## config.mk

```make
export PLATFORM = sky130hd
export DESIGN_NAME = llr_loader
export DESIGN_NICKNAME = d
export VERILOG_FILES = /design/src/rtl/llr_loader.sv
export SDC_FILE = /design/constraint.sdc
export NUM_CORES = 1
export LEC_CHECK = 0
export BUFFER_PORTS_ARGS = -buffer_cell sky130_fd_sc_hd__buf_4
export CAP_MARGIN = 25
export CORE_ASPECT_RATIO = 1.75
export CORE_MARGIN = 4
export CORE_UTILIZATION = 53
export DETAILED_ROUTE_END_ITERATION = 6
export GPL_TIMING_DRIVEN = 1
export HOLD_SLACK_MARGIN = 0.1
export PLACE_DENSITY = 0.82
export REMOVE_ABC_BUFFERS = 1
export SYNTH_ARGS = -nofsm -noshare
export SYNTH_HDL_FRONTEND = slang
export SYNTH_SLANG_ARGS = --single-unit
```

## constraint.sdc

```tcl
create_clock -name clk -period 2.74 [get_ports clk]
set_clock_uncertainty 0.1 [all_clocks]
set_input_delay 0.137 -clock clk [delete_from_list [all_inputs] [get_ports clk]]
set_output_delay 0.137 -clock clk [all_outputs]
set_load 0.02 [all_outputs]
```

## src/rtl/llr_loader.sv

```systemverilog
// llr_loader: streams one frame of channel LLRs into the external single-port RAM.
// Latency: an accepted beat appears on the ram_* write port on the following cycle (registered).
// Backpressure: in_ready is high only in LOAD; the loader blocks after FRAME_LEN beats until buf_release.
//
// Ports:
//   clk, rst_n            clock (rising edge) and asynchronous active-low reset
//   start                 arms a frame load, honoured only in IDLE
//   buf_release           decoder is done with the buffer, honoured only in DONE
//                         ("release" is a reserved word in SystemVerilog, hence the prefix)
//   in_valid/in_ready     input sample handshake; in_data is a signed sample, in_last marks the frame end
//   ram_address/ram_data_in/ram_write_en/ram_chip_sel   EXT_RAM write port
//   busy                  high in LOAD or DONE
//   frame_done            one-cycle pulse on the first DONE cycle
//   len_err               sticky in_last framing error, cleared by the next accepted start
// Build option: define LLR_SAT_EN to clamp samples symmetrically instead of truncating them.
module llr_loader #(
  parameter int DATA_WIDTH = 8,
  parameter int ADDR_WIDTH = 8,
  parameter int IN_WIDTH   = 10,
  parameter int FRAME_LEN  = 256
) (
  input  logic                  clk,
  input  logic                  rst_n,
  input  logic                  start,
  input  logic                  buf_release,
  input  logic                  in_valid,
  output logic                  in_ready,
  input  logic [IN_WIDTH-1:0]   in_data,
  input  logic                  in_last,
  output logic [ADDR_WIDTH-1:0] ram_address,
  output logic [DATA_WIDTH-1:0] ram_data_in,
  output logic                  ram_write_en,
  output logic                  ram_chip_sel,
  output logic                  busy,
  output logic                  frame_done,
  output logic                  len_err
);

  typedef enum logic [1:0] {S_IDLE, S_LOAD, S_DONE} state_t;

  localparam logic [ADDR_WIDTH-1:0] LAST_BEAT = ADDR_WIDTH'(FRAME_LEN - 1);

  state_t                state_q, state_d;
  logic [ADDR_WIDTH-1:0] cnt_q, cnt_d;
  logic [ADDR_WIDTH-1:0] addr_q, addr_d;
  logic [DATA_WIDTH-1:0] data_q, data_d;
  logic                  we_q, we_d;
  logic                  busy_q, busy_d;
  logic                  done_q, done_d;
  logic                  len_err_q, len_err_d;
  logic [DATA_WIDTH-1:0] narrow_dat;
  logic                  beat;
  logic                  is_last;

  // Sample narrowing to the RAM word width.
`ifdef LLR_SAT_EN
  // Symmetric clamp: the most negative code is excluded so the stored range is +/-(2^(DW-1)-1).
  localparam logic signed [IN_WIDTH-1:0] SAT_HI = IN_WIDTH'(2 ** (DATA_WIDTH - 1) - 1);
  localparam logic signed [IN_WIDTH-1:0] SAT_LO = -SAT_HI;

  always_comb begin
    narrow_dat = in_data[DATA_WIDTH-1:0];
    if ($signed(in_data) > SAT_HI) begin
      narrow_dat = SAT_HI[DATA_WIDTH-1:0];
    end else if ($signed(in_data) < SAT_LO) begin
      narrow_dat = SAT_LO[DATA_WIDTH-1:0];
    end
  end
`else
  // Plain truncation: upper sample bits are dropped.
  assign narrow_dat = in_data[DATA_WIDTH-1:0];

  if (IN_WIDTH > DATA_WIDTH) begin : g_trunc
    logic unused_hi;
    assign unused_hi = ^in_data[IN_WIDTH-1:DATA_WIDTH];
  end
`endif

  assign in_ready = (state_q == S_LOAD);
  assign beat     = in_valid && in_ready;
  assign is_last  = (cnt_q == LAST_BEAT);

  always_comb begin
    state_d   = state_q;
    cnt_d     = cnt_q;
    addr_d    = addr_q;
    data_d    = data_q;
    we_d      = 1'b0;
    done_d    = 1'b0;
    len_err_d = len_err_q;

    case (state_q)
      S_IDLE: begin
        if (start) begin
          state_d   = S_LOAD;
          cnt_d     = '0;
          len_err_d = 1'b0;
        end
      end
      S_LOAD: begin
        if (beat) begin
          addr_d = cnt_q;
          data_d = narrow_dat;
          we_d   = 1'b1;
          cnt_d  = cnt_q + 1'b1;
          // Framing check only flags; the frame length is fixed by FRAME_LEN.
          if (in_last != is_last) begin
            len_err_d = 1'b1;
          end
          if (is_last) begin
            state_d = S_DONE;
            done_d  = 1'b1;
          end
        end
      end
      S_DONE: begin
        // buf_release wins over a simultaneous start; start must be re-issued in IDLE.
        if (buf_release) begin
          state_d = S_IDLE;
        end
      end
      default: state_d = S_IDLE;
    endcase

    busy_d = (state_d != S_IDLE);
  end

  always_ff @(posedge clk or negedge rst_n) begin
    if (!rst_n) begin
      state_q   <= S_IDLE;
      cnt_q     <= '0;
      addr_q    <= '0;
      data_q    <= '0;
      we_q      <= 1'b0;
      busy_q    <= 1'b0;
      done_q    <= 1'b0;
      len_err_q <= 1'b0;
    end else begin
      state_q   <= state_d;
      cnt_q     <= cnt_d;
      addr_q    <= addr_d;
      data_q    <= data_d;
      we_q      <= we_d;
      busy_q    <= busy_d;
      done_q    <= done_d;
      len_err_q <= len_err_d;
    end
  end

  assign ram_address  = addr_q;
  assign ram_data_in  = data_q;
  assign ram_write_en = we_q;
  assign ram_chip_sel = we_q;
  assign busy         = busy_q;
  assign frame_done   = done_q;
  assign len_err      = len_err_q;

endmodule

```

======== After elaboration in Yosys (flattened, before gate mapping) ========
Cells that the tools add are included.
cells by class
  add/sub/neg operators ................... 1
  equal/unequal tests ..................... 7
  mux-type cells .......................... 17
  reduce and logical (&&, ||, !) cells .... 7
operators with widths
  cell                                                                    number
  8-bit two-way mux                                                       2
  8-bit one-hot mux with 2 select lines                                   1
  8-bit by 1-bit adder with 8-bit output (second input constant)          1
  8-bit equality test (second input constant)                             1
  1-bit two-way mux                                                       8
  2-bit two-way mux                                                       4
  2-bit one-hot mux with 3 select lines                                   1
  2-bit by 1-bit != test with 1-bit output (second input constant)        2
  4-bit AND reduction                                                     1
  2-bit nonzero test                                                      2
  3-bit AND reduction                                                     1
  2-bit by 1-bit equality test with 1-bit output (second input constant)  1
  2-bit equality test (second input constant)                             1
  2-bit zero test                                                         1
  2-bit != test (second input constant)                                   1
  1-bit one-hot mux with 2 select lines                                   1
  2-bit AND reduction                                                     1
  1-bit logical AND                                                       1
  1-bit != test                                                           1
word-level totals
  flip-flop bits (word level) ............. 30
  output and inout bits ................... 22
  word-level logic and storage cells ...... 40

======== Logic depth before layout (Yosys ltp) ========
  depth in word-level cells ............... 5
  mapped depth ............................ 5
  gate-level depth less buffers ........... 4

======== Worst setup path before layout ========
No wires, ideal clock.
  path type ............................... reg2reg
  start ................................... reg state_q[1]
  end ..................................... reg cnt_q[7]
  library setup time ...................... 0.079 ns
  data arrival time ....................... 1.234 ns
  data required time ...................... 2.561 ns
  setup slack ............................. 1.326 ns
  stages on the path, launching flop included .. 5
  path buffers ............................ 1
  clock period less this slack ............ 1.414 ns
  cells stage by stage .................... dfrtp_1 -> nand3b_1 -> buf_2 -> nor4_2 -> mux2i_1
on the way
  word-level cells in the longest chain between the ends .. 4
  elaborated cells on any way between the ends .. 8
  classes of those cells .................. eq/ne: 3; mux: 1; reduce/logical: 4
RTL lines
  item                                                line    text
  start, declared                                     43      state_t state_q, state_d;
  start signal, assigned                              139     state_q <= state_d;
  2-bit by 1-bit equality test with 1-bit output      79, 92
  1-bit logical AND                                   80      assign beat = in_valid && in_ready;
  2-bit by 1-bit != test with 1-bit output (no line)  --
  3-bit AND reduction (no line)                       --
  end signal, assigned                                140     cnt_q <= cnt_d;
  end, declared                                       44      logic [ADDR_WIDTH-1:0] cnt_q, cnt_d;
Parallel ways exist; a longest one is shown, timed or not.
A chain may end at the register's enable or synchronous reset.

======== Final worst setup path ========
  start ................................... reg state_q[1]
  end ..................................... reg cnt_q[3]
The elaborated chain is that of the path after synthesis.

==> results.txt <==
DR vias/cell -> 5.38
Syn-to-layout area delta -> 39.1%
GRT met1 Usage -> 27.2%
Initial Utilization -> 55.4%
I/O Buffers -> 35
register area -> 751 µm²
clk root buf -> clkbuf_8
Die Ht -> 72.9 µm
count leader, synth -> nand2_1
drt drc -> 0
post-route setup TNS -> 0 ns
non-filler cells, final -> 213
Max Slew Vio Count -> 0
Slowest-stage cell, CP -> dfrtp_1
Final ANT Viol Nets -> 0
initial antenna violation count -> 0
final-report hold violation count -> 0
synthesized area -> 1280 µm²
DRT iter0 DRCs -> 41
final worst path period need -> 1.94 ns
post-placement cell area -> 1550 µm²
Antenna diodes -> 0
area of the multi-input gates -> 479 µm²
Die ar. -> 3290 µm²
GRT Max-Usage Layer -> met2
largest net degree at the start of global routing -> 31
first-pass GRT wire length -> 5340 µm
GRT overflow -> 0
clock latency on the worst-skew pair -> 0.28 ns
CTS max path bufs -> 2
outcome -> completed
Avg Cell Area, Syn -> 9.38 µm²
final wirelength -> 3040 µm
CTS tree -> yes
Synth Flop Type -> dfrtp_1
met2 Track Usage GR -> 36.6%
max incr delay on CP -> 0.45 ns
CTS Sinks -> 30
period utilization -> 70.8%
final instance area -> 1780 µm²
DP HPWL -> 2020 µm
chip width -> 45.1 µm
core area -> 2300 µm²
synthesized flop and latch total -> 30
routability cong. -> 0.812
placed cell count -> 192
Hold WS -> 0.109 ns
dominant cell type by area after synthesis -> dfrtp_1
number of synthesized flops with an enable pin -> 0
Setup-failing EPs final -> 0
fraction of layout cells with a size suffix above 1 -> 23.9%
Post-Synthesis Cells -> 136
vias in the first global route -> 1,136
Arr. time, crit path -> 2.04 ns
final worst slack -> 0.801 ns
max-cap check violation count -> 0
GRT Total Usage -> 22.6%
post-synthesis cell type count -> 30
via count -> 1,146
Critical Path RT -> 2.85 ns
routed len/inst -> 14.3 µm
Max Fclk -> 516 MHz
CTS H-tree depth -> 2
drt pass-1 iters -> 4
Leakage -> 0.000908 µW
Crit Path Category -> reg2reg
Async SR Flop Fraction -> 100%
Nets -> 204
crit start category -> flop
yosys synthesis warning count -> 0
post-CTS sizing -> 0
Seq/Total Area, Yosys -> 58.8%
synth top area cells -> dfrtp_1, nand2_1, nand3_1, o21ai_0, a21oi_1
crit path cell chain -> nand3b_1 > buf_4 > or3_1 > a21oi_1
pre-CTS setup slack -> 0.802 ns
crit-path max FO -> 19
filler cell count -> 162
met3 usage -> 5.93%
pwr/cell area -> 705 nW/µm²
Clock transition at path regs -> 0.06 ns
IO Pins -> 38
Worst VDD drop -> 635 µV
Post-synth top cells -> nand2_1, dfrtp_1, nand3_1, o21ai_0
Worst Setup End Kind -> flop
Yosys top cell area share -> 58.8%
RSZ-0062 raised after global routing -> false
site row count -> 23
Worst-Margin Slew -> 0.662 ns
Num CTS Buffers -> 5
relative slew slack -> 55.7%
Hold WC Path Type -> in2reg
==> area by class of cell <==
cell class	instances	area share, %
clock buffer	7	4.86
timing repair buffer	50	23.0
clock inverter	1	0.282
multi-input combinational	96	27.0
tap	25	1.76
sequential	30	42.3
inverter	4	0.846
==> report_power, final <==
group	total (µW)	internal [µW]	switching (µW)
clock	362	202	160
sequential	586	517	69.0
combinational	304	133	171
==> final timing paths <==
path | from | end | slack (ns) | cells past startpoint
worst max register to register | state_q[1] | cnt_q[3] | 0.80 | 4
worst min-delay path | in_last | len_err | 0.11 | 3
min in group asynchronous | rst_n | ram_data_in[2] | 0.20 | 2
max in group asynchronous | rst_n | ram_data_in[1] | 2.06 | 2
worst min register to register | ram_address[1] | ram_address[1] | 0.37 | 2
worst max-delay path | state_q[1] | cnt_q[3] | 0.80 | 4
==> what timing repair did <==
item,CTS,global route
hold buffers,13,0
setup buffers,0,0
hold endpoints to repair,41,0
==> flip-flops by register name (all words and copies together), names as in the netlist <==
signal,flops
ram_chip_sel,1
ram_data_in,8
frame_done,1
state_q,2
len_err,1
ram_address,8
cnt_q,8
busy,1
==> through the flow <==
step / power, µW / utilization [%]
2_1_floorplan: 739 / -
3_3_place_gp: 867 / 67.5
3_5_place_dp: 883 / 67.5
4_1_cts: 1260 / 77.1
5_1_grt: 1320 / 77.1
6_report: 1250 / 77.1
==> cells by family after synthesis <==
| logic type | share of synthesized area, % |
|---|---|
| buffers and inverters | 3.63 |
| muxes | 1.57 |
| AOI/OAI and AO/OA | 6.77 |
| DFF | 58.8 |
| adders and majority gates | 0.980 |
| and+or+nand+nor | 28.2 |
==> layer usage <==
metal  part of all wire, %  wire length, µm
met4                   2.0               62
met3                   6.3              193
met5                     0                0
met2                    55             1680
met1                    36             1110
==> placed cells by master, fill, tap and decap left out, drive strengths merged, types with 2 or more instances in the layout <==
cell type	n
a21oi	4
buf	37
clkbuf	7
dfrtp	30
dlygate4sd3	13
inv	4
mux2i	2
nand2	52
nand2b	2
nand3	9
o21ai	6
or3	3
==> critical path: cells and delay by family (launching register included) <==
kind                   cells  cell delay, ns
buffers and inverters      1            0.34
AOI/OAI and AO/OA          1            0.16
DFF                        1            0.45
and+or+nand+nor            2            0.81
Note: power is estimated with default switching activity, not from simulation.
